### src/rtl/crc_pkg.sv
// rtl/crc_pkg.sv - shared CRC-8 constants and state encoding for the serial CRC blocks
// Contents:
//   DATA_W  - data bits per codeword
//   CRC_W   - CRC bits per codeword
//   FRAME_W - total serial bits per codeword
//   POLY    - generator polynomial x^8+x^4+x^3+x^2+1 without the implicit x^8 term
//   state_t - receive FSM states
package crc_pkg;

  localparam int DATA_W  = 12;
  localparam int CRC_W   = 8;
  localparam int FRAME_W = DATA_W + CRC_W;

  localparam logic [CRC_W-1:0] POLY = 8'h1D;

  typedef enum logic {
    IDLE = 1'b0,
    RECV = 1'b1
  } state_t;

endpackage

### src/rtl/crc_step.sv
// rtl/crc_step.sv - combinational one-bit CRC remainder update
// Ports:
//   r      in  W   current remainder
//   bit_in in  1   next message bit (MSB-first order)
//   r_next out W   remainder after absorbing bit_in
// Shifts bit_in into the remainder and subtracts the polynomial whenever the
// bit shifted out of the top is set, i.e. one step of long division by P.
module crc_step
  import crc_pkg::*;
#(
  parameter int               W = CRC_W,
  parameter logic [W-1:0]     P = POLY
) (
  input  logic [W-1:0] r,
  input  logic         bit_in,
  output logic [W-1:0] r_next
);

  assign r_next = {r[W-2:0], bit_in} ^ (r[W-1] ? P : '0);

endmodule

### src/rtl/crc_check.sv
// rtl/crc_check.sv - serial CRC-8 checker for 12-bit data codewords
// Ports:
//   clk       in  1       rising-edge clock
//   reset     in  1       synchronous, active-high
//   start     in  1       begins (or restarts) a frame
//   bit_in    in  1       serial codeword bit, data MSB first then CRC MSB first
//   bit_valid in  1       bit_in is valid this cycle
//   busy      out 1       frame in progress
//   done      out 1       one-cycle pulse, results below are fresh
//   crc_ok    out 1       final remainder was zero
//   data_out  out DATA_W  recovered data word
//   syndrome  out CRC_W   final remainder
module crc_check
  import crc_pkg::*;
(
  input  logic              clk,
  input  logic              reset,
  input  logic              start,
  input  logic              bit_in,
  input  logic              bit_valid,
  output logic              busy,
  output logic              done,
  output logic              crc_ok,
  output logic [DATA_W-1:0] data_out,
  output logic [CRC_W-1:0]  syndrome
);

  localparam logic [4:0] LAST_BIT  = 5'(FRAME_W - 1);
  localparam logic [4:0] DATA_BITS = 5'(DATA_W);

  state_t              state, state_d;
  logic [4:0]          cnt, cnt_d;
  logic [CRC_W-1:0]    rem, rem_d, rem_next;
  logic [DATA_W-1:0]   data_sr, data_d;
  logic                finish;

  crc_step #(.W(CRC_W), .P(POLY)) u_step (
    .r      (rem),
    .bit_in (bit_in),
    .r_next (rem_next)
  );

  assign busy = (state == RECV);

  always_comb begin
    state_d = state;
    cnt_d   = cnt;
    rem_d   = rem;
    data_d  = data_sr;
    finish  = 1'b0;
    case (state)
      IDLE: begin
        // bit_valid is deliberately ignored here, even alongside start
        if (start) begin
          state_d = RECV;
          cnt_d   = '0;
          rem_d   = '0;
          data_d  = '0;
        end
      end
      RECV: begin
        if (start) begin
          // abort and restart; this cycle's bit is dropped
          cnt_d  = '0;
          rem_d  = '0;
          data_d = '0;
        end else if (bit_valid) begin
          rem_d = rem_next;
          cnt_d = cnt + 5'd1;
          if (cnt < DATA_BITS) begin
            data_d = {data_sr[DATA_W-2:0], bit_in};
          end
          if (cnt == LAST_BIT) begin
            state_d = IDLE;
            cnt_d   = '0;
            finish  = 1'b1;
          end
        end
      end
      default: state_d = IDLE;
    endcase
  end

  always_ff @(posedge clk) begin
    if (reset) begin
      state    <= IDLE;
      cnt      <= '0;
      rem      <= '0;
      data_sr  <= '0;
      done     <= 1'b0;
      crc_ok   <= 1'b0;
      data_out <= '0;
      syndrome <= '0;
    end else begin
      state   <= state_d;
      cnt     <= cnt_d;
      rem     <= rem_d;
      data_sr <= data_d;
      done    <= finish;
      if (finish) begin
        // the data register is complete by now: the last 8 bits are CRC only
        crc_ok   <= (rem_next == '0);
        syndrome <= rem_next;
        data_out <= data_sr;
      end
    end
  end

endmodule

### config.mk
export PLATFORM = sky130hd
export DESIGN_NAME = crc_check
export DESIGN_NICKNAME = d
export VERILOG_FILES = /design/src/rtl/crc_pkg.sv /design/src/rtl/crc_step.sv /design/src/rtl/crc_check.sv
export SDC_FILE = /design/constraint.sdc
export NUM_CORES = 1
export LEC_CHECK = 0
export ABC_AREA = 1
export BUFFER_PORTS_ARGS = -buffer_cell sky130_fd_sc_hd__buf_2
export CORE_AREA = 2 2 79 81
export DETAILED_ROUTE_END_ITERATION = 10
export DIE_AREA = 0 0 81 83
export PLACE_DENSITY_LB_ADDON = 0.12
export RECOVER_POWER = 25
export SYNTH_ARGS = -nofsm -noshare
export SYNTH_HDL_FRONTEND = slang
export SYNTH_SLANG_ARGS = --single-unit
### constraint.sdc
create_clock -name clk -period 1.54 [get_ports clk]
set_clock_uncertainty 0.1 [all_clocks]
set_input_delay 0 -clock clk [delete_from_list [all_inputs] [get_ports clk]]
set_output_delay 0 -clock clk [all_outputs]
set_load 0.05 [all_outputs]
# Word level (Yosys, flattened, before mapping)
# Index checks and enable logic that the tools add are counted.
# Widths: inputs -> output; s select.
# totals
elab_cells	43
mem_bits_ro	0
input_bits	5
reg_bits	48
latch_bits	0
output_inout_bits	23
n_memories	0
ram_bits	0
# classes
magnitude_cmp	1
n_mul	0
n_eq_ne	4
reduce_logical	3
muxes	24
n_bitwise	2
add_sub_neg	1
div	0
shifts	0
# ops
operator	n
$mux 12	4
$mux 5	5
$mux 8	3
$pmux 12 s2	1
$pmux 8 s2	1
$pmux 5 s2	1
$logic_not 8->1	1
$mux 1	8
$xor 8x8->8	1
$add 5x1->5 const B	1
$eq 5x5->1 const B	1
$lt 5x4->1 const B	1
$ne 3x2->1 const B	1
$ne 3x3->1 const B	1
$reduce_and 3->1	1
$ne 2x2->1 const B	1
$pmux 1 s2	1
$reduce_and 2->1	1
$not 1->1	1

# Longest topological paths before layout
# depth
word_depth	5
ltp_mapped	9
depth_no_buf	8

# Modules after synthesis
# A second synthesis with hierarchy kept.
# unflattened
hier_cells	322
area_unflattened_um2	2193.4
# by_module_without_submodules
mod	cells_per_inst	n_inst	seq_area_each_um2	area_each_um2
crc_check	301	1	960.9	2099.5
crc_step	21	1	0.0	93.8

# Least setup slack after synthesis
# No wires, ideal clock.
# synth_path
path_kind	reg-to-reg
start	reg state (netlist: busy)
end	reg data_out[10]
required_time_ns	1.326
path_slack_ns	-0.119
n_path_buf	1
t_arrival_ns	1.445
path_stages_with_launch	7
path_cell_list	dfxtp_1 -> nand2_2 -> inv_2 -> nand4_2 -> buf_2 -> nand3_1 -> nand2_1
# synth_via
elab_chain_cells	1
# synth_rtl
item	line_no	source
start, declared	crc_check.sv:31	state_t state, state_d;
start signal, assigned	crc_check.sv:95	state <= state_d;
$mux 1	crc_check.sv:51	case (state)
end signal, assigned	crc_check.sv:104	data_out <= data_sr;
end, declared	crc_check.sv:24	output logic [DATA_W-1:0] data_out,
# No other way between the ends.
# A chain may end at the register's enable or synchronous reset.

# Worst setup path after layout
# layout_path
start	reg cnt[1]
end	reg data_out[1]
# layout_via
elab_chain_cells	5
# layout_rtl
item	line_no	source
start, declared	crc_check.sv:32	logic [4:0] cnt, cnt_d;
start signal, assigned	crc_check.sv:96	cnt <= cnt_d;
$eq 5x5->1	crc_check.sv:73	if (cnt == LAST_BIT) begin
$mux 1	crc_check.sv:73	
$mux 1	crc_check.sv:67	end else if (bit_valid) begin
$mux 1	crc_check.sv:62	if (start) begin
$mux 1	crc_check.sv:51	
# No other way between the ends.

==> results_dict.tcl <==
set metrics [dict create \
    power.total_uw 2176 \
    coreArea_um2 5816 \
    netlist.area_leader.share_pct 47.97 \
    final_cells 383 \
    grt_usage_pct 14.17 \
    drt-pass1-iter-count 5 \
    avgRoutedWirePerCell_um 11.62 \
    power.leakage_uw 0.0009969 \
    crit_fanout 12 \
    antenna_found_initial 0 \
    cts_sinks 48 \
    worst_path_max_delay_cell "dfxtp_1" \
    yosysWarnings 0 \
    io_pins 28 \
    crit_top_cell "nand2_1" \
    crit_path_start_kind "flip-flop" \
    min_path_type "input pin to flip-flop" \
    met1_length_um 2408 \
    ys.flop_type "dfxtp_1" \
    first_iter_violations 95 \
    hold_viol_final 0 \
    netlist_area_um2 2003 \
    synth_top_cell_by_area "dfxtp_1" \
    ant_nets 0 \
    grt_overflow_total 0 \
    crit_path_end_kind "flip-flop" \
    power_density_nw_per_um2 912.1 \
    io_buffer_count 27 \
    tightest_slew_ns 0.6045 \
    cts_buffers 5 \
    finalSetupViolations 0 \
    slowest_delay_ns 0.36 \
    fill_cells 646 \
    clkSlewWorstSetupHoldPaths_ns 0.09 \
    syn_nets 279 \
    wl_met3_um 180 \
    clock-root-buffer "clkbuf_8" \
    numPlacedInstances 372 \
    pre_cts_slack_ns 0.09670 \
    viasPerCell 4.627 \
    outcome "complete, no violations" \
    grt_first_pass_wirelength_um 7541 \
    drive_above_1_share_pct 14.29 \
    ys_async_sr_fraction_pct 0 \
    dr_wl_met2_um 1827 \
    synth.distinct_cells 26 \
    required_ns 1.64 \
    period_share_pct 91.57 \
    crit_chain "ha_1 > nand2_1 > clkinv_2 > nand3_4 > nor2_2 > buf_12 > nand2_1 > nand2_1 > nor2_1" \
    hpwl_um 3034 \
    cts_setup_buffers 0 \
    drv_cap 0 \
    synth_edf_count 0 \
    syn_inst 273 \
    fp.dieW_um 81 \
    n_antenna_cell 0 \
    critical_path_class "flip-flop to flip-flop" \
    grt_pass1_vias 1603 \
    die_h_um 83 \
    finalCriticalPeriod_ns 1.410 \
    synth.area.top_cells "dfxtp_1 (48%), nand2_1 (15%), nand3_1 (6.7%), a21oi_1 (5.5%), nor2_1 (4.9%)" \
    seqCellArea_um2 963.4 \
    area_growth_pct 19.11 \
    rsz0062_at_grt "false" \
    vdd_drop_max_mv 0.3495 \
    vias 1772 \
    clkLatencyLatePin_ns 0.30 \
    dieArea_um2 6723 \
    highest_layer "met4" \
    rows 28 \
    cts_max_level 2 \
    clk_path_buf_depth 2 \
    fmax_mhz 709.1 \
    avgSynthCellArea_um2 7.338 \
    setup_ws_ns 0.1298 \
    arrival_ns 1.51 \
    synth.most_common_cell "nand2_1" \
    drc 0 \
    tns_ns 0 \
    finalNetCount 313 \
    ys_top_cells_by_count "nand2_1 (81), dfxtp_1 (48), nand3_1 (27)" \
    synth-seq-cells 48 \
    start_util_pct 34.44 \
    multi_input_area_um2 874.6 \
    ys_seq_area_share_pct 47.97 \
    cts_tree "built" \
    grt_start_max_net_pins 18 \
    gp_congestion 0.8116 \
    hold_slack_ns 0.02620 \
    slew_headroom_pct 59.88 \
    drv_slew 0 \
    routed_wl_um 4450 \
]
-- state kept, by name, summed over array words and instances, names as in the netlist --
register  cells
crc_ok        1
busy          1
data_out     12
cnt           5
syndrome      8
rem           8
data_sr      12
done          1
-- layout by cell type, fill, tap and decap left out, drive strengths merged --
| cell type | count |
|---|---|
| a21oi | 22 |
| buf | 20 |
| clkbuf | 22 |
| clkinv | 1 |
| clkinvlp | 2 |
| dfxtp | 48 |
| dlygate4sd3 | 3 |
| ha | 1 |
| inv | 27 |
| nand2 | 84 |
| nand3 | 28 |
| nand4 | 13 |
| nor2 | 30 |
| nor3 | 1 |
| o21ai | 1 |
| o21bai | 1 |
| or2 | 1 |
| xnor2 | 1 |
| xor2 | 2 |
-- power breakdown --
part / leakage (uW) / switching [uW] / internal [uW]
registers: 0.000388 / 5.05 / 1250
logic: 0.000566 / 85.6 / 36.6
clock network: 0.0000434 / 439 / 364
total: 0.000997 / 530 / 1650
-- path summary, 6_finish.rpt --
kind	startpoint	to	slack (ns)	depth (start not counted)
worst min register to register	data_sr[8]$_SDFFE_PP0P_	data_out[8]$_SDFFE_PP0P_	0.36	2
worst max-delay path	cnt[1]$_SDFFE_PP0P_	data_out[1]$_SDFFE_PP0P_	0.13	9
worst min-delay path	bit_valid	busy$_SDFF_PP0_	0.03	4
worst max register to register	cnt[1]$_SDFFE_PP0P_	data_out[1]$_SDFFE_PP0P_	0.13	9
-- per-layer routing --
metal	track usage, %	vias up
met5	0	-
met4	4.160	0
met3	3.913	2
met2	19.91	36
met1	20.96	801
li1	-	933
-- cells by family after synthesis --
group / after synthesis / share of synthesized area, %
and+or+nand+nor: 157 / 35.60
DFF: 48 / 47.97
buffers and inverters: 40 / 8.370
AOI/OAI and AO/OA: 24 / 6.121
xor gates and xnor gates: 3 / 1.312
adders and majority gates: 1 / 0.6245
-- area by class of cell --
type | count | share of cell area [%]
Clock buffer | 6 | 3.461
Clock inverter | 2 | 0.6293
Inverter | 28 | 4.457
Multi-Input combinational cell | 185 | 36.65
Sequential cell | 48 | 40.38
Tap cell | 75 | 3.933
Timing Repair Buffer | 39 | 10.49
-- critical path: cells and delay by family, from the launching register on --
| family | cells | cell delay, ns |
|---|---|---|
| simple gates | 6 | 0.44 |
| flops | 1 | 0.36 |
| buf+inv | 2 | 0.23 |
| fa+ha+maj | 1 | 0.18 |
-- per-stage QoR --
step	area [um^2]	utilization (%)
2_1_floorplan	2004	-
3_3_place_gp	2277	39.16
3_5_place_dp	2277	39.16
4_1_cts	2405	41.35
5_1_grt	2386	41.03
6_report	2386	41.03
-- timing repair --
action | in CTS | in global routing
endpoints found under the setup margin | 0 | 3
resized for setup | 0 | 1
hold buffers | 3 | 0
hold endpoints to repair | 10 | 0
No activity file was read; power rests on OpenSTA's default activity.
